File: config.mk
export PLATFORM = sky130hd
export DESIGN_NAME = dmem_arbiter_flat
export DESIGN_NICKNAME = d
export VERILOG_FILES = /design/src/rtl/dmem_arbiter_pkg.sv /design/src/rtl/dmem_arbiter_if.sv /design/src/rtl/dmem_arbiter_rr_arb2.sv /design/src/rtl/dmem_arbiter.sv /design/src/flat_wrapper.sv
export SDC_FILE = /design/constraint.sdc
export NUM_CORES = 1
export LEC_CHECK = 0
export CAP_MARGIN = 20
export CORE_MARGIN = 2
export CORE_UTILIZATION = 39
export CTS_CLUSTER_SIZE = 16
export DETAILED_ROUTE_END_ITERATION = 8
export PLACE_DENSITY = 0.81
export SLEW_MARGIN = 0
export SYNTH_ARGS = -nofsm -noshare
export SYNTH_HDL_FRONTEND = slang
export SYNTH_SLANG_ARGS = --single-unit
File: constraint.sdc
create_clock -name clk -period 1.8 [get_ports clk]
set_clock_uncertainty 0.15 [all_clocks]
set_input_delay 0.36 -clock clk [delete_from_list [all_inputs] [get_ports clk]]
set_output_delay 0.36 -clock clk [all_outputs]
set_load 0.01 [all_outputs]
File: src/rtl/dmem_arbiter_pkg.sv
// ---------------------------------------------------------------------------
// dmem_arb_pkg
// Shared definitions for the two-requester data-memory arbiter: the access
// FSM state encoding and the default bus/memory widths.
// ---------------------------------------------------------------------------
package dmem_arb_pkg;

    localparam int DATA_W_DEF = 32;
    localparam int MEM_AW_DEF = 8;

    typedef enum logic [1:0] {
        IDLE    = 2'd0,
        ACCESS  = 2'd1,
        RECOVER = 2'd2
    } state_t;

endpackage

File: src/rtl/dmem_arbiter_if.sv
// ---------------------------------------------------------------------------
// dmem_arbiter_if
// Bundles the two requester ports, their response ports and the data-memory
// port of the arbiter.
//   reqN_valid/write/address/wdata : request from requester N
//   reqN_ready                     : request accepted this cycle
//   rspN_valid/rdata/err           : one-cycle response to requester N
//   mem_address/data_in/write/read : towards the data memory
//   mem_data_out                   : combinational read data from memory
// Modports:
//   slave  : the arbiter itself
//   master : requesters plus memory model (testbench side)
// ---------------------------------------------------------------------------
interface dmem_arbiter_if
    import dmem_arb_pkg::*;
#(
    parameter int DATA_W = DATA_W_DEF
);

    logic              req0_valid;
    logic              req0_write;
    logic [DATA_W-1:0] req0_address;
    logic [DATA_W-1:0] req0_wdata;
    logic              req0_ready;
    logic              rsp0_valid;
    logic [DATA_W-1:0] rsp0_rdata;
    logic              rsp0_err;

    logic              req1_valid;
    logic              req1_write;
    logic [DATA_W-1:0] req1_address;
    logic [DATA_W-1:0] req1_wdata;
    logic              req1_ready;
    logic              rsp1_valid;
    logic [DATA_W-1:0] rsp1_rdata;
    logic              rsp1_err;

    logic [DATA_W-1:0] mem_address;
    logic [DATA_W-1:0] mem_data_in;
    logic              mem_write;
    logic              mem_read;
    logic [DATA_W-1:0] mem_data_out;

    modport slave (
        input  req0_valid, req0_write, req0_address, req0_wdata,
        input  req1_valid, req1_write, req1_address, req1_wdata,
        input  mem_data_out,
        output req0_ready, rsp0_valid, rsp0_rdata, rsp0_err,
        output req1_ready, rsp1_valid, rsp1_rdata, rsp1_err,
        output mem_address, mem_data_in, mem_write, mem_read
    );

    modport master (
        output req0_valid, req0_write, req0_address, req0_wdata,
        output req1_valid, req1_write, req1_address, req1_wdata,
        output mem_data_out,
        input  req0_ready, rsp0_valid, rsp0_rdata, rsp0_err,
        input  req1_ready, rsp1_valid, rsp1_rdata, rsp1_err,
        input  mem_address, mem_data_in, mem_write, mem_read
    );

endinterface

File: src/rtl/dmem_arbiter_rr_arb2.sv
// ---------------------------------------------------------------------------
// rr_arb2
// Two-way round-robin grant. When both requesters are valid the one named by
// ptr_i wins; a single valid requester always wins.
//   valid_i[1:0] : requester valid bits
//   ptr_i        : requester favoured on a tie
//   grant_o[1:0] : one-hot grant (all zero when nothing is valid)
// ---------------------------------------------------------------------------
module rr_arb2 (
    input  logic [1:0] valid_i,
    input  logic       ptr_i,
    output logic [1:0] grant_o
);

    // Tie goes to the favoured requester; otherwise the valid vector is
    // already one-hot (or zero) and is the grant.
    always_comb begin
        grant_o = valid_i;
        if (valid_i == 2'b11) begin
            grant_o = ptr_i ? 2'b10 : 2'b01;
        end
    end

endmodule

File: src/rtl/dmem_arbiter.sv
// ---------------------------------------------------------------------------
// dmem_arbiter
// Shares one single-port data memory between two requesters with round-robin
// arbitration. Each accepted request is latched, range-checked and executed
// as a one-cycle load, a store followed by a recovery cycle, or an immediate
// error response when the address lies outside the decoded memory.
//   clk : clock, all state changes on the rising edge
//   rst : synchronous active-high reset
//   bus : requester, response and memory signals (dmem_arbiter_if.slave)
// ---------------------------------------------------------------------------
module dmem_arbiter
    import dmem_arb_pkg::*;
#(
    parameter int DATA_W = DATA_W_DEF,
    parameter int MEM_AW = MEM_AW_DEF
) (
    input logic           clk,
    input logic           rst,
    dmem_arbiter_if.slave bus
);

    state_t            state_q, state_d;
    logic              ptr_q, ptr_d;
    logic [DATA_W-1:0] addr_q, addr_d;
    logic [DATA_W-1:0] wdata_q, wdata_d;
    logic              write_q, write_d;
    logic              id_q, id_d;
    logic              memRead_q, memRead_d;
    logic              memWrite_q, memWrite_d;
    logic [1:0]        rspValid_q, rspValid_d;
    logic [1:0]        rspErr_q, rspErr_d;
    logic [DATA_W-1:0] rdata0_q, rdata0_d;
    logic [DATA_W-1:0] rdata1_q, rdata1_d;

    logic [1:0]        reqValid;
    logic [1:0]        grant;
    logic [1:0]        ready;
    logic              accept;
    logic              acceptId;
    logic [DATA_W-1:0] selAddr;
    logic [DATA_W-1:0] selWdata;
    logic              selWrite;
    logic              selInRange;

    assign reqValid = {bus.req1_valid, bus.req0_valid};

    rr_arb2 u_rr_arb2 (
        .valid_i (reqValid),
        .ptr_i   (ptr_q),
        .grant_o (grant)
    );

    // Ready is only offered while idle and out of reset, so a request that
    // coincides with reset is never taken.
    assign ready    = grant & {2{(state_q == IDLE) && !rst}};
    assign accept   = |ready;
    assign acceptId = ready[1];

    assign selAddr    = acceptId ? bus.req1_address : bus.req0_address;
    assign selWdata   = acceptId ? bus.req1_wdata   : bus.req0_wdata;
    assign selWrite   = acceptId ? bus.req1_write   : bus.req0_write;
    assign selInRange = ((selAddr >> MEM_AW) == '0);

    // State register.
    always_ff @(posedge clk) begin
        if (rst) begin
            state_q <= IDLE;
        end else begin
            state_q <= state_d;
        end
    end

    // Next state: out-of-range requests never leave IDLE; stores take an
    // extra RECOVER cycle so the write strobe drops between two stores.
    always_comb begin
        state_d = state_q;
        case (state_q)
            IDLE:    if (accept && selInRange) state_d = ACCESS;
            ACCESS:  state_d = write_q ? RECOVER : IDLE;
            RECOVER: state_d = IDLE;
            default: state_d = IDLE;
        endcase
    end

    // Output/datapath next values. The memory strobes and responses are
    // computed one cycle ahead so they leave the block registered.
    always_comb begin
        addr_d     = addr_q;
        wdata_d    = wdata_q;
        write_d    = write_q;
        id_d       = id_q;
        ptr_d      = ptr_q;
        memRead_d  = 1'b0;
        memWrite_d = 1'b0;
        rspValid_d = '0;
        rspErr_d   = '0;
        rdata0_d   = rdata0_q;
        rdata1_d   = rdata1_q;
        case (state_q)
            IDLE: begin
                if (accept) begin
                    addr_d  = selAddr;
                    wdata_d = selWdata;
                    write_d = selWrite;
                    id_d    = acceptId;
                    ptr_d   = ~acceptId;
                    if (selInRange) begin
                        memRead_d  = ~selWrite;
                        memWrite_d = selWrite;
                    end else begin
                        rspValid_d[acceptId] = 1'b1;
                        rspErr_d[acceptId]   = 1'b1;
                        if (acceptId) rdata1_d = '0;
                        else          rdata0_d = '0;
                    end
                end
            end
            ACCESS: begin
                // Load data is captured here; a store answers with zero and
                // its pulse lands in the RECOVER cycle.
                rspValid_d[id_q] = 1'b1;
                if (id_q) rdata1_d = write_q ? '0 : bus.mem_data_out;
                else      rdata0_d = write_q ? '0 : bus.mem_data_out;
            end
            default: ;
        endcase
    end

    // Datapath and registered outputs.
    always_ff @(posedge clk) begin
        if (rst) begin
            ptr_q      <= 1'b0;
            addr_q     <= '0;
            wdata_q    <= '0;
            write_q    <= 1'b0;
            id_q       <= 1'b0;
            memRead_q  <= 1'b0;
            memWrite_q <= 1'b0;
            rspValid_q <= '0;
            rspErr_q   <= '0;
            rdata0_q   <= '0;
            rdata1_q   <= '0;
        end else begin
            ptr_q      <= ptr_d;
            addr_q     <= addr_d;
            wdata_q    <= wdata_d;
            write_q    <= write_d;
            id_q       <= id_d;
            memRead_q  <= memRead_d;
            memWrite_q <= memWrite_d;
            rspValid_q <= rspValid_d;
            rspErr_q   <= rspErr_d;
            rdata0_q   <= rdata0_d;
            rdata1_q   <= rdata1_d;
        end
    end

    assign bus.req0_ready  = ready[0];
    assign bus.req1_ready  = ready[1];
    assign bus.rsp0_valid  = rspValid_q[0];
    assign bus.rsp1_valid  = rspValid_q[1];
    assign bus.rsp0_err    = rspErr_q[0];
    assign bus.rsp1_err    = rspErr_q[1];
    assign bus.rsp0_rdata  = rdata0_q;
    assign bus.rsp1_rdata  = rdata1_q;
    assign bus.mem_address = addr_q;
    assign bus.mem_data_in = wdata_q;
    assign bus.mem_write   = memWrite_q;
    assign bus.mem_read    = memRead_q;

endmodule
File: src/flat_wrapper.sv
// flat-port wrapper written by rule: the top's interface ports become plain ports
module dmem_arbiter_flat import dmem_arb_pkg::*;
#(
    parameter int DATA_W = DATA_W_DEF,
    parameter int MEM_AW = MEM_AW_DEF
)
  (clk, rst, bus_req0_valid, bus_req0_write, bus_req0_address, bus_req0_wdata, bus_req1_valid, bus_req1_write, bus_req1_address, bus_req1_wdata, bus_mem_data_out, bus_req0_ready, bus_rsp0_valid, bus_rsp0_rdata, bus_rsp0_err, bus_req1_ready, bus_rsp1_valid, bus_rsp1_rdata, bus_rsp1_err, bus_mem_address, bus_mem_data_in, bus_mem_write, bus_mem_read);
  dmem_arbiter_if #(.DATA_W(DATA_W)) bus_i ();
  input logic clk;
  input logic rst;
  input wire logic [$bits(bus_i.req0_valid)-1:0] bus_req0_valid;
  input wire logic [$bits(bus_i.req0_write)-1:0] bus_req0_write;
  input wire logic [$bits(bus_i.req0_address)-1:0] bus_req0_address;
  input wire logic [$bits(bus_i.req0_wdata)-1:0] bus_req0_wdata;
  input wire logic [$bits(bus_i.req1_valid)-1:0] bus_req1_valid;
  input wire logic [$bits(bus_i.req1_write)-1:0] bus_req1_write;
  input wire logic [$bits(bus_i.req1_address)-1:0] bus_req1_address;
  input wire logic [$bits(bus_i.req1_wdata)-1:0] bus_req1_wdata;
  input wire logic [$bits(bus_i.mem_data_out)-1:0] bus_mem_data_out;
  output wire logic [$bits(bus_i.req0_ready)-1:0] bus_req0_ready;
  output wire logic [$bits(bus_i.rsp0_valid)-1:0] bus_rsp0_valid;
  output wire logic [$bits(bus_i.rsp0_rdata)-1:0] bus_rsp0_rdata;
  output wire logic [$bits(bus_i.rsp0_err)-1:0] bus_rsp0_err;
  output wire logic [$bits(bus_i.req1_ready)-1:0] bus_req1_ready;
  output wire logic [$bits(bus_i.rsp1_valid)-1:0] bus_rsp1_valid;
  output wire logic [$bits(bus_i.rsp1_rdata)-1:0] bus_rsp1_rdata;
  output wire logic [$bits(bus_i.rsp1_err)-1:0] bus_rsp1_err;
  output wire logic [$bits(bus_i.mem_address)-1:0] bus_mem_address;
  output wire logic [$bits(bus_i.mem_data_in)-1:0] bus_mem_data_in;
  output wire logic [$bits(bus_i.mem_write)-1:0] bus_mem_write;
  output wire logic [$bits(bus_i.mem_read)-1:0] bus_mem_read;
  assign bus_i.req0_valid = bus_req0_valid;
  assign bus_i.req0_write = bus_req0_write;
  assign bus_i.req0_address = bus_req0_address;
  assign bus_i.req0_wdata = bus_req0_wdata;
  assign bus_i.req1_valid = bus_req1_valid;
  assign bus_i.req1_write = bus_req1_write;
  assign bus_i.req1_address = bus_req1_address;
  assign bus_i.req1_wdata = bus_req1_wdata;
  assign bus_i.mem_data_out = bus_mem_data_out;
  assign bus_req0_ready = bus_i.req0_ready;
  assign bus_rsp0_valid = bus_i.rsp0_valid;
  assign bus_rsp0_rdata = bus_i.rsp0_rdata;
  assign bus_rsp0_err = bus_i.rsp0_err;
  assign bus_req1_ready = bus_i.req1_ready;
  assign bus_rsp1_valid = bus_i.rsp1_valid;
  assign bus_rsp1_rdata = bus_i.rsp1_rdata;
  assign bus_rsp1_err = bus_i.rsp1_err;
  assign bus_mem_address = bus_i.mem_address;
  assign bus_mem_data_in = bus_i.mem_data_in;
  assign bus_mem_write = bus_i.mem_write;
  assign bus_mem_read = bus_i.mem_read;
  dmem_arbiter #(.DATA_W(DATA_W), .MEM_AW(MEM_AW)) u_core (.clk(clk), .rst(rst), .bus(bus_i));
endmodule
; ---- Word-level counts from Yosys, hierarchy flattened
; Index checks and enable logic that the tools add are counted.
[totals]
regBits = 139
in_bits = 166
word_cells = 71
[classes]
n_lt_le_gt_ge = 4
n_eq_ne = 9
mux = 26
n_bitwise = 6
reduce_logical = 14
[ops]
columns = operator, count
row1 = 32-bit 2-to-1 mux, 11
row2 = 32-bit case mux with 2 select lines, 2
row3 = 32-bit zero test, 1
row4 = 2-bit 2-to-1 mux, 6
row5 = 5-bit AND reduction, 2
row6 = "2-bit != test, second input constant", 4
row7 = 2-bit case mux with 2 select lines, 2
row8 = "2-bit by 1-bit != test with 1-bit output, second input constant", 3
row9 = 1-bit inverter, 5
row10 = 1-bit logical AND, 4
row11 = "1-bit by 2-bit less-than comparator with 1-bit output, second input constant", 2
row12 = 2-bit OR reduction, 2
row13 = 4-bit OR reduction, 1
row14 = 1-bit 2-to-1 mux, 3
row15 = 2-bit AND, 1
row16 = 1-bit demux with 1-bit select, 2
row17 = "2-bit by 1-bit equality test with 1-bit output, second input constant", 1
row18 = "2-bit equality test, second input constant", 1
row19 = "1-bit greater-or-equal comparator, second input constant", 2
row20 = 2-bit zero test, 1
row21 = 2-bit AND reduction, 1
row22 = 2-bit nonzero test, 1
row23 = 1-bit zero test, 1

; ---- Logic depth before layout (Yosys ltp)
[depth]
depth_word = 10
mapped_depth = 7
ltp_nobuf = 5

; ---- Hierarchy
; A second synthesis with hierarchy kept.
[unflattened]
hier_cells = 633
hier_area_um2 = 5716.7
[by_module_without_submodules]
columns = module, n_inst, cells_per_inst, area_per_inst_um2, seq_area_each_um2
row1 = dmem_arbiter, 1, 630, 5698.0, 2782.7
row2 = rr_arb2, 1, 3, 18.8, 0.0

; ---- Worst setup path before layout
; OpenSTA, ideal clock, no wires.
[synth_timing]
path_kind = input-to-reg
startpoint = input port bus_req1_address[27]
endpoint = register u_core.rdata1_q[10] (netlist: u_core.bus.rsp1_rdata[10])
arrival_ps = 1464
required_time_ps = 1574
path_slack_ps = 110
cell_stages = 5
path_buffers = 1
path_cell_list = or4_1 -> nor2_2 -> a21oi_4 -> buf_2 -> o22ai_1
[synth_between]
elab_chain_len = 4
[synth_rtl]
columns = element, line
row1 = start: declaration, flat_wrapper.sv:17  ; input wire logic [$bits(bus_i.req1_address)-1:0] bus_req1_address;
row2 = 32-bit 2-to-1 mux, dmem_arbiter.sv:59  ; assign selAddr = acceptId ? bus.req1_address : bus.req0_address;
row3 = 32-bit zero test, dmem_arbiter.sv:62  ; assign selInRange = ((selAddr >> MEM_AW) == '0);
row4 = 2-bit != test (no source line), -
row5 = 5-bit AND reduction (no source line), -
row6 = end signal: assignment, dmem_arbiter.sv:154  ; rdata1_q <= rdata1_d;
row7 = end: declaration, dmem_arbiter.sv:33  ; logic [DATA_W-1:0] rdata1_q, rdata1_d;
; No other way between the ends.
; A chain may end at the register's enable or synchronous reset.

; ---- Final worst setup path
[layout_timing]
startpoint = register u_core.state_q[1]
endpoint = register u_core.rdata0_q[17] (netlist: u_core.bus.rsp0_rdata[17])
[layout_between]
elab_chain_len = 7
elab_cells_between_ends = 14
classes_between = eq/ne (5) / mux (2) / bitwise (1) / reduce/logical (6)
[layout_rtl]
columns = element, line
row1 = start: declaration, dmem_arbiter.sv:22  ; state_t state_q, state_d;
row2 = start signal: assignment, dmem_arbiter.sv:69  ; state_q <= state_d;
row3 = 2-bit zero test, "dmem_arbiter.sv:55, dmem_arbiter.sv:99"
row4 = 1-bit logical AND, dmem_arbiter.sv:55  ; assign ready = grant & {2{(state_q == IDLE) && !rst}};
row5 = 2-bit AND, dmem_arbiter.sv:55
row6 = 32-bit 2-to-1 mux, dmem_arbiter.sv:59
row7 = 32-bit zero test, dmem_arbiter.sv:62
row8 = 2-bit != test (no source line), -
row9 = 5-bit AND reduction (no source line), -
row10 = end signal: assignment, dmem_arbiter.sv:153  ; rdata0_q <= rdata0_d;
row11 = end: declaration, dmem_arbiter.sv:32  ; logic [DATA_W-1:0] rdata0_q, rdata0_d;
; Several ways; a longest one is shown, not always the timed one.

==> results.py <==
metrics = {
    "synth": {
        "syn-cell-area_um2": 5426,
        "syn_area_per_cell_um2": 8.682,
        "yosys-top-cells-count": "nand2_1 (157), dfxtp_1 (139), o22ai_1 (64)",
        "synth_largest_area_cell": "dfxtp_1",
        "synthesis.nets": 791,
        "ys_async_sr_fraction_pct": 0,
        "ys_ff_latch": 139,
        "synth_cell_types": 38,
        "synth_top_cell_area_share_pct": 51.28,
        "ys.warnings.count": 0,
        "synth_edf_count": 0,
        "synthTopCellsByArea": "dfxtp_1 (51%), nand2_1 (11%), o22ai_1 (7.4%)",
        "ys_seq_area_share_pct": 51.28,
        "synth_cells": 625,
        "yosysMostFrequentCell": "nand2_1",
        "synth_ff_type": "dfxtp_1",
    },
    "layout": {
        "area_growth_pct": 86.07,
        "layout-drive-gt1-share_pct": 20.96,
        "multiInputGateArea_um2": 2893,
        "nNetsFinal": 1112,
        "regArea_um2": 2785,
        "fillers": 969,
    },
    "place": {
        "dpl.hpwl_um": 13490,
        "place_congestion": 0.9142,
        "port_buffers": 301,
    },
    "run_status": {
        "status": "finished with violations",
        "violations": "negative setup slack",
    },
    "sta": {
        "setup_slack_ns": -0.1348,
        "hold_viol": 0,
        "setup_viol": 53,
        "rsz0062_at_grt": "true",
        "fin_hold_ws_ns": 0.2115,
        "post-route-min-period_ns": 1.935,
        "fin_crit_sh_pct": 107.5,
        "drv_slew": 0,
        "slew_headroom_pct": 61.80,
        "setup_tns_ns": -3.868,
        "fmax_mhz": 516.8,
        "worst_slew_pin_slew_ns": 0.5730,
    },
    "route": {
        "drt-initial-drc-count": 427,
        "drtPass1Iterations": 5,
        "num_vias": 6198,
        "drc": 0,
        "wl_per_cell_um": 19.07,
        "vias_per_cell": 5.437,
        "wl_um": 21740,
        "ant_nets": 0,
    },
    "clock_network": {
        "cts_tree": "yes",
        "cts_sinks": 139,
        "clk_latency_ns": 0.42,
        "cts-root-buf": "clkbuf_16",
        "clkSlewWorstSetupHoldPaths_ns": 0.06,
        "cts_max_level": 4,
        "cts_buffers": 17,
        "cts_max_path_buffers": 2,
    },
    "setup_path": {
        "cp.arrival_ns": 2.11,
        "cp-end-kind": "flip-flop",
        "rr_worst_depth": 6,
        "cp_data_required_time_ns": 1.98,
        "crit_fanout": 8,
        "startpoint_type": "flip-flop",
        "regToRegStartpoint": "u_core.state_q[1]",
        "rr_endpoint": "u_core.bus.rsp0_rdata[17]",
        "timing.reg2reg.setup_slack_ns": -0.13,
        "worstSetupPathType": "reg -> reg",
    },
    "floorplan": {
        "top_level_ports": 302,
        "core_um2": 13720,
        "die_area_um2": 14870,
        "die-height_um": 122.0,
        "die_w_um": 122.0,
        "initial_core_util_pct": 39.55,
        "num_rows": 43,
    },
    "worst_hold_path": {
        "min_path_type": "in -> reg",
        "min_from": "bus_req0_address[17]",
        "min_to": "u_core.bus.mem_address[17]",
        "whs_path_depth": 3,
    },
    "global_route": {
        "grt_pass1_wl_um": 30060,
        "overflow": 0,
        "grt_max_degree": 102,
        "antenna_found_initial": 1,
        "grt_util_all_layers_pct": 25.88,
        "grt_pass1_vias": 5927,
    },
    "power": {
        "power_mw": 7.911,
        "ir_drop_uv": 547.5,
        "leakagePower_nw": 4.300,
        "p_per_area_nw_per_um2": 783.5,
    },
    "flow_run": {
        "max-cap-violations": 0,
    },
}
==> routing by layer <==
| layer | GRT usage [%] | routed length [µm] | up-vias |
|---|---|---|---|
| met5 | 0 | 0 | - |
| met4 | 11.14 | 740 | 0 |
| met3 | 8.989 | 2087 | 60 |
| met2 | 43.68 | 10900 | 321 |
| met1 | 29.70 | 8011 | 2919 |
| li1 | - | - | 2898 |
==> registers in the layout, summed over array words and instances (netlist names), 2 cells and up <==
signal                  cells
u_core.rspErr_q             2
u_core.bus.mem_address     32
u_core.bus.mem_data_in     32
u_core.bus.rsp1_rdata      32
u_core.bus.rsp0_rdata      32
u_core.rspValid_q           2
u_core.state_q              2
==> cells by family (layout without fill, tap and decap cells) <==
group                  count (synthesis)  after routing  share of synthesized area (%)
AND/OR/NAND/NOR                      248            248                          21.49
AO/OA/AOI/OAI                        176            176                          21.67
flip-flops                           139            139                          51.28
buffers and inverters                 61            395                          5.372
multiplexers                           1              1                         0.1845
other                                  0              1                              0
==> worst max-delay path by stage <==
| stage | start | slack (ns) | cells after the start | end |
|---|---|---|---|---|
| after floorplan | bus_req1_address[27] | 0.11 | 5 | u_core.bus.rsp1_rdata[10] |
| after detailed placement | bus_req0_address[29] | -0.65 | 7 | u_core.bus.mem_read |
| after CTS | u_core.state_q[1] | -0.1 | 5 | bus_req0_ready |
| after global placement | bus_req0_address[29] | -0.68 | 7 | u_core.bus.mem_read |
| after global routing | u_core.state_q[1] | -0.21 | 10 | u_core.bus.rsp0_rdata[0] |
| final | u_core.state_q[1] | -0.13 | 6 | u_core.bus.rsp0_rdata[17] |
==> placed cells by master, fill, tap and decap left out, types with 7 or more instances in the layout <==
cell and count:
a311oi_1 22, clkbuf_16 21, dlygate4sd2_1 138, buf_12 12
nand2_1 119, dfxtp_1 137, o22ai_2 39, a22oi_1 39
nand2_2 27, o22ai_1 20, nor4_1 7, buf_4 36
nand3b_1 34, nor2_1 28, nand2_4 11, clkdlybuf4s50_1 154
buf_6 7, a21oi_1 39
==> metrics by stage <==
step           cell area, µm²  std cells  worst slack [ns]  util (%)
2_1_floorplan            5426        625            0.1105         -
3_3_place_gp             8852       1092           -0.6842     64.52
3_5_place_dp             8852       1092           -0.6468     64.52
4_1_cts                  9344       1127          -0.09842     68.11
5_1_grt                 10100       1140           -0.2143     73.60
6_report                10100       1140           -0.1348     73.60
==> critical path: stages (launching register included) <==
cell       delay [ns]
dfxtp_2          0.34
buf_4            0.15
or3b_4           0.41
nor2_4           0.26
clkbuf_16        0.25
nand2_2          0.08
o22ai_1          0.21
==> timing repair <==
action	in CTS	in global routing
resized for setup	156	129
hold buffers	0	0
buffers inserted	2	7
cloned	1	6
pin swaps	10	28
setup endpoints to repair	190	117
==> layout make-up <==
class / count / share of cell area [%]
Tap cell: 180 / 2.230
Sequential cell: 139 / 27.58
Clock buffer: 17 / 4.213
Antenna cell: 1 / 0.02478
Timing Repair Buffer: 361 / 35.58
Clock inverter: 15 / 1.623
Inverter: 2 / 0.09913
Multi-Input combinational cell: 425 / 28.65
==> where the power goes <==
part | internal (mW) | switching (mW)
combinational | 0.658 | 0.500
sequential | 3.19 | 0.0551
clock | 2.07 | 1.44
total | 5.91 | 2.00
Note: power is estimated with default switching activity, not from simulation.
==> RTL change 1: new RTL, same flow settings <==
Change the package constant `DATA_W_DEF` from 32 to 40.
--- a/src/rtl/dmem_arbiter_pkg.sv
+++ b/src/rtl/dmem_arbiter_pkg.sv
@@ -6,5 +6,5 @@
 package dmem_arb_pkg;
 
-    localparam int DATA_W_DEF = 32;
+    localparam int DATA_W_DEF = 40;
     localparam int MEM_AW_DEF = 8;
 
Ports: changed (9 resized); port bits go from 302 to 374. The function was not compared with the original's and may differ.
==> RTL change 1 against the original RTL <==
Combinational power increased by 45%; worst setup slack got worse by 0.56 ns; cell area increased by 26%; synthesized cell count increased by 30%; area after synthesis increased by 27%; total power increased by 17%; sequential cell count increased by 32; the flow still finishes with violations (setup timing); sequential power increased by 23%; routed wire length increased by 32%.
==> RTL change 1: results (changes against the original RTL) <==
| Metric | Value |
|---|---|
| Status | `finished, violations left` |
| Violated checks | `setup timing` |
| Commonest cells post-synth | `198 x nand2_1, 171 x dfxtp_1, 83 x nor2_1` |
| CP max stage cell | `or3b_4` |
| GRT overflow | `0 (unchanged)` |
| Leak | `5.00 nW (+16%)` |
| # setup viols final | `310 (+480%)` |
| Clock Tree Buf Depth | `2 (unchanged)` |
| Dominant cells by area after synthesis | `dfxtp_1 50%, nand2_1 11%, mux2_2 6.5%` |
| CP arrival | `2.67 ns (+0.56 ns)` |
| Clock Latency Late Sink | `0.42 ns (about the same)` |
| Post-synthesis cell type count | `29 (-24%)` |
| Placer congestion estimate | `0.893 (-2.3%)` |
| Largest fanout on the critical path | `5 (-3)` |
| YS warnings | `0 (unchanged)` |
| Seq/Total Area, Yosys | `49.7% (-1.6 points)` |
| Post-Place Cell Area | `11200 um^2 (+26%)` |
| Vias/cell | `5.29 (-2.7%)` |
| Final nets | `1432 (+29%)` |
| Worst slew pin tran | `0.725 ns (+0.152 ns)` |
| Post-route setup slack | `-0.699 ns (-0.564 ns)` |
| Post-synth ARST share | `0% (unchanged)` |
| H-tree depth | `4 (unchanged)` |
| CTS clk-pin slew, worst paths | `0.07 ns` |
| Hold crit path type | `in -> reg` |
| Initial antenna violation count | `1 (unchanged)` |
| Fillers | `1244 (+28%)` |
| Clock Tree Root | `clkbuf_16` |
| Slowest stage delay, CP | `0.40 ns` |
| Port-buffer cells | `373 (+24%)` |
| GRT Resource Usage Total | `27.2% (+1.3 points)` |
| DR pass1 iterations | `5 (unchanged)` |
| DP Wirelength | `18300 um (+36%)` |
| Net Count, Synth | `1021 (+29%)` |
| Drt wl/cell | `19.6 um (+2.6%)` |
| CTS Buf Count | `17 (unchanged)` |
| Largest net degree at the start of global routing | `147 (+44%)` |
| First-iteration detailed-routing DRC count | `575 (+35%)` |
| Share of layout cells above drive strength 1 | `17.4% (-3.6 points)` |
| Crit-path leading delay family | `simple AND/OR/NAND/NOR gates` |
| Peak supply drop | `0.000679 V (+24%)` |
| Vias in the first global route | `7175 (+21%)` |
| First-pass GRT wire length | `39400 um (+31%)` |
## RTL change 1: cell types whose count changed after synthesis, moves of 7 or more
cell | unedited run | this run
a311oi_1 | 25 | 32
nor2b_1 | 1 | 41
clkbuf_1 | 27 | 61
nor2_1 | 28 | 83
a22oi_1 | 39 | 48
dfxtp_1 | 139 | 171
o22ai_1 | 64 | 40
mux2_2 | 0 | 40
nand2_1 | 157 | 198
a21oi_1 | 40 | 55
nand3b_1 | 34 | 2
buf_2 | 26 | 1
## RTL change 1: worst paths after layout
kind              cells past startpoint                    endpoint                       start
hold reg to reg                       2  u_core.bus.mem_data_in[16]  u_core.bus.mem_data_in[16]
setup / recovery                      7    u_core.bus.rsp1_rdata[8]           u_core.state_q[1]
hold / removal                        3  u_core.bus.mem_address[39]        bus_req1_address[39]
setup reg to reg                      7    u_core.bus.rsp1_rdata[8]           u_core.state_q[1]
## RTL change 1: cells by family (layout without fill, tap and decap cells)
logic type      Yosys count  in the layout  synth area share (%)
mux                      40             40                  6.53
other cells               0              1                     0
flops                   171            171                  49.7
compound gates          181            181                  17.7
buf+inv                  72            491                  4.37
simple gates            351            356                  21.7
## RTL change 1: cell type report
class | count | area, um^2 | share of cell area [%]
Antenna cell | 1 | 2.50 | 0.0196
Clock buffer | 18 | 439 | 3.44
Timing Repair Buffer | 457 | 4790 | 37.5
Clock inverter | 14 | 131 | 1.03
Sequential cell | 171 | 3430 | 26.8
Tap cell | 225 | 282 | 2.20
Multi-Input combinational cell | 577 | 3670 | 28.7
Inverter | 2 | 25.0 | 0.196
## RTL change 1: power by group
| group | leakage (nW) | total (mW) | switching (mW) | internal, mW |
|---|---|---|---|---|
| logic | 3.32 | 1.68 | 0.714 | 0.966 |
| registers | 1.39 | 3.99 | 0.0722 | 3.92 |
| clock network | 0.282 | 3.59 | 1.72 | 1.87 |
## RTL change 1: timing repair
action | in CTS | in global routing
endpoints found under the setup margin | 336 | 337
gates cloned | 5 | 12
buffers inserted | 7 | 10
pin swaps | 11 | 11
resized for setup | 79 | 86
## RTL change 1: stage by stage
stage	setup TNS, ns	cells	hold WS, ns	setup slack (ns)
after global routing	-97.55	1465	0.159	-0.764
after CTS	-79.47	1443	0.114	-0.695
final	-80.16	1465	0.137	-0.699
after floorplan	-62.23	815	0.303	-0.659
after detailed placement	-200.04	1399	0.295	-1.38
after global placement	-193.24	1399	0.292	-1.32
## RTL change 1: routing by layer
| metal | share of wire, % | global-route usage (%) | up-vias | wire, um |
|---|---|---|---|---|
| met5 | 0 | 0 | - | 0 |
| met2 | 48 | 44.9 | 388 | 13700 |
| met4 | 2.7 | 10.6 | 0 | 773 |
| met3 | 11 | 10.6 | 53 | 3020 |
| li1 | - | - | 3686 | - |
| met1 | 39 | 31.7 | 3619 | 11200 |
==> RTL change 2: new RTL, same flow settings <==
Made on the original files. `wdata_q` no longer has a reset.
--- a/src/rtl/dmem_arbiter.sv
+++ b/src/rtl/dmem_arbiter.sv
@@ -132,5 +132,4 @@
             ptr_q      <= 1'b0;
             addr_q     <= '0;
-            wdata_q    <= '0;
             write_q    <= 1'b0;
             id_q       <= 1'b0;
@@ -144,5 +143,4 @@
             ptr_q      <= ptr_d;
             addr_q     <= addr_d;
-            wdata_q    <= wdata_d;
             write_q    <= write_d;
             id_q       <= id_d;
@@ -154,4 +152,8 @@
             rdata1_q   <= rdata1_d;
         end
+    end
+
+    always_ff @(posedge clk) begin
+        wdata_q <= wdata_d;
     end
 
Behaviour: differs if rst is asserted again (counterexample within 4 cycles, from zero or initial values and one cycle with rst high); with rst held inactive, the same outputs for 4 cycles.
==> RTL change 2 against the original RTL <==
The flow still finishes with violations (setup timing); synthesized cell count is 1.6% lower; sequential cell count stayed put; total power is 4.4% higher; worst setup slack worse by 0.28 ns; routed wire length is 7.5% lower; sequential power is 4% higher; area after synthesis is 4.9% higher; cell area is 3.2% higher; critical path type unchanged; highest routed layer unchanged.
==> RTL change 2: results (changes against the original RTL) <==
| Metric | Value |
|---|---|
| Status | `finished, violations left` |
| Violated checks | `setup timing` |
| Dpl cells | `1103 (+1.0%)` |
| DR pass1 iterations | `7 (+2)` |
| CP max stage cell | `or3_4` |
| Peak supply drop | `0.000594 V (+8.5%)` |
| Largest net degree at the start of global routing | `65 (-36%)` |
| Largest fanout on the critical path | `6 (-2)` |
| Dominant cells by area after synthesis | `dfxtp_1 38%, edfxtp_1 17%, nand2_1 13%` |
| Net Count, Synth | `781 (-1.3%)` |
| Placer congestion estimate | `0.840 (-8.1%)` |
| Slew HR | `62.6% (+0.76 points)` |
| DP Wirelength | `13200 um (-2.2%)` |
| First-pass GRT wire length | `29600 um (-1.7%)` |
| Fillers | `1065 (+9.9%)` |
| Ant diodes | `0 (-1)` |
| Commonest cells post-synth | `190 x nand2_1, 107 x dfxtp_1` |
| Met2 Track Usage GR | `41.8% (-1.9 points)` |
| YS warnings | `0 (unchanged)` |
| Post-route setup slack | `-0.416 ns (-0.281 ns)` |
| GRT Resource Usage Total | `24.1% (-1.8 points)` |
| Leak | `4.99 nW (+16%)` |
| Vias in the first global route | `5498 (-7.2%)` |
| CP arrival | `2.20 ns (+0.09 ns)` |
| Vias | `5760 (-7.1%)` |
| M1 GR Usage | `27.9% (-1.8 points)` |
| Avg Inst Size Synth | `9.25 um^2 (+6.6%)` |
| Post-synthesis cell type count | `27 (-29%)` |
| Sw Share | `23.4% (-1.9 points)` |
| EDFF count, synth | `32 (+32)` |
| # setup viols final | `174 (+230%)` |
| Share of layout cells above drive strength 1 | `14.8% (-6.2 points)` |
| Seq/Total Area, Yosys | `54.5% (+3.2 points)` |
| First-iteration detailed-routing DRC count | `384 (-10%)` |
| Non-Filler Instances | `1150 (+0.88%)` |
| Global Route met3 Usage | `6.66% (-2.3 points)` |
==> RTL change 2: cell count changes after synthesis, moves of 31 or more <==
cell,unedited run,this run
mux2i_1,1,33
nand2_1,157,190
nand2b_1,2,33
edfxtp_1,0,32
dfxtp_1,139,107
o22ai_1,64,33
==> RTL change 2: cell type report <==
type	instances	area share, %
Clock buffer	19	4.25
Clock inverter	13	1.59
Inverter	6	0.324
Multi-Input combinational cell	425	24.4
Sequential cell	139	29.8
Tap cell	184	2.21
Timing Repair Buffer	364	37.5
==> RTL change 2: cells by family after synthesis <==
kind of cell | after synthesis | synth area share, %
multiplexers | 33 | 5.80
AO/OA/AOI/OAI | 78 | 9.83
flip-flops | 139 | 54.5
buffers and inverters | 51 | 4.33
AND/OR/NAND/NOR | 314 | 25.5
==> RTL change 2: metal layers <==
| metal | routed length (um) | vias up |
|---|---|---|
| met5 | 0 | - |
| li1 | - | 2816 |
| met4 | 572 | 0 |
| met2 | 10000 | 221 |
| met3 | 1330 | 39 |
| met1 | 8190 | 2684 |
==> RTL change 2: worst register-to-register path, cell delays in order (launching register included) <==
cell and delay [ns]:
dfxtp_1 0.30, or3b_1 0.39, or3_4 0.42, inv_8 0.07, buf_4 0.16, nor2_4 0.06, clkinvlp_4 0.11, bufbuf_16 0.27
==> RTL change 2: power by group through the flow <==
stage	registers (mW)	logic [mW]	clock network, mW
after floorplan	3.50	0.341	0
after global placement	3.44	1.13	0
after detailed placement	3.44	1.14	0
after CTS	3.38	1.22	3.65
after global routing	3.39	1.36	3.79
final	3.37	1.29	3.60
==> RTL change 2: through the flow <==
stage / TNS (ns) / utilization (%) / worst slack [ns]
6_report: -53.51 / 72.5 / -0.416
4_1_cts: -58.00 / 69.6 / -0.456
3_3_place_gp: -155.42 / 63.8 / -1.11
5_1_grt: -63.36 / 72.5 / -0.456
3_5_place_dp: -156.94 / 63.8 / -1.11
2_1_floorplan: -36.16 / - / -0.393
==> RTL change 2: final timing paths <==
path	startpoint	end	slack, ns	cells after the start
min	bus_req0_valid	u_core.ptr_q	0.27	4
min reg2reg	u_core.bus.mem_address[7]	u_core.bus.mem_address[7]	0.31	2
max reg2reg	u_core.state_q[1]	u_core.bus.mem_data_in[0]	-0.42	7
max	u_core.state_q[1]	u_core.bus.mem_data_in[0]	-0.42	7
==> RTL change 2: repair_timing <==
item | 4_1_cts | 5_1_grt
resized for setup | 59 | 97
setup buffers | 4 | 3
setup endpoints to repair | 297 | 274
pin swaps | 3 | 4
hold buffers | 0 | 0
cloned | 5 | 3
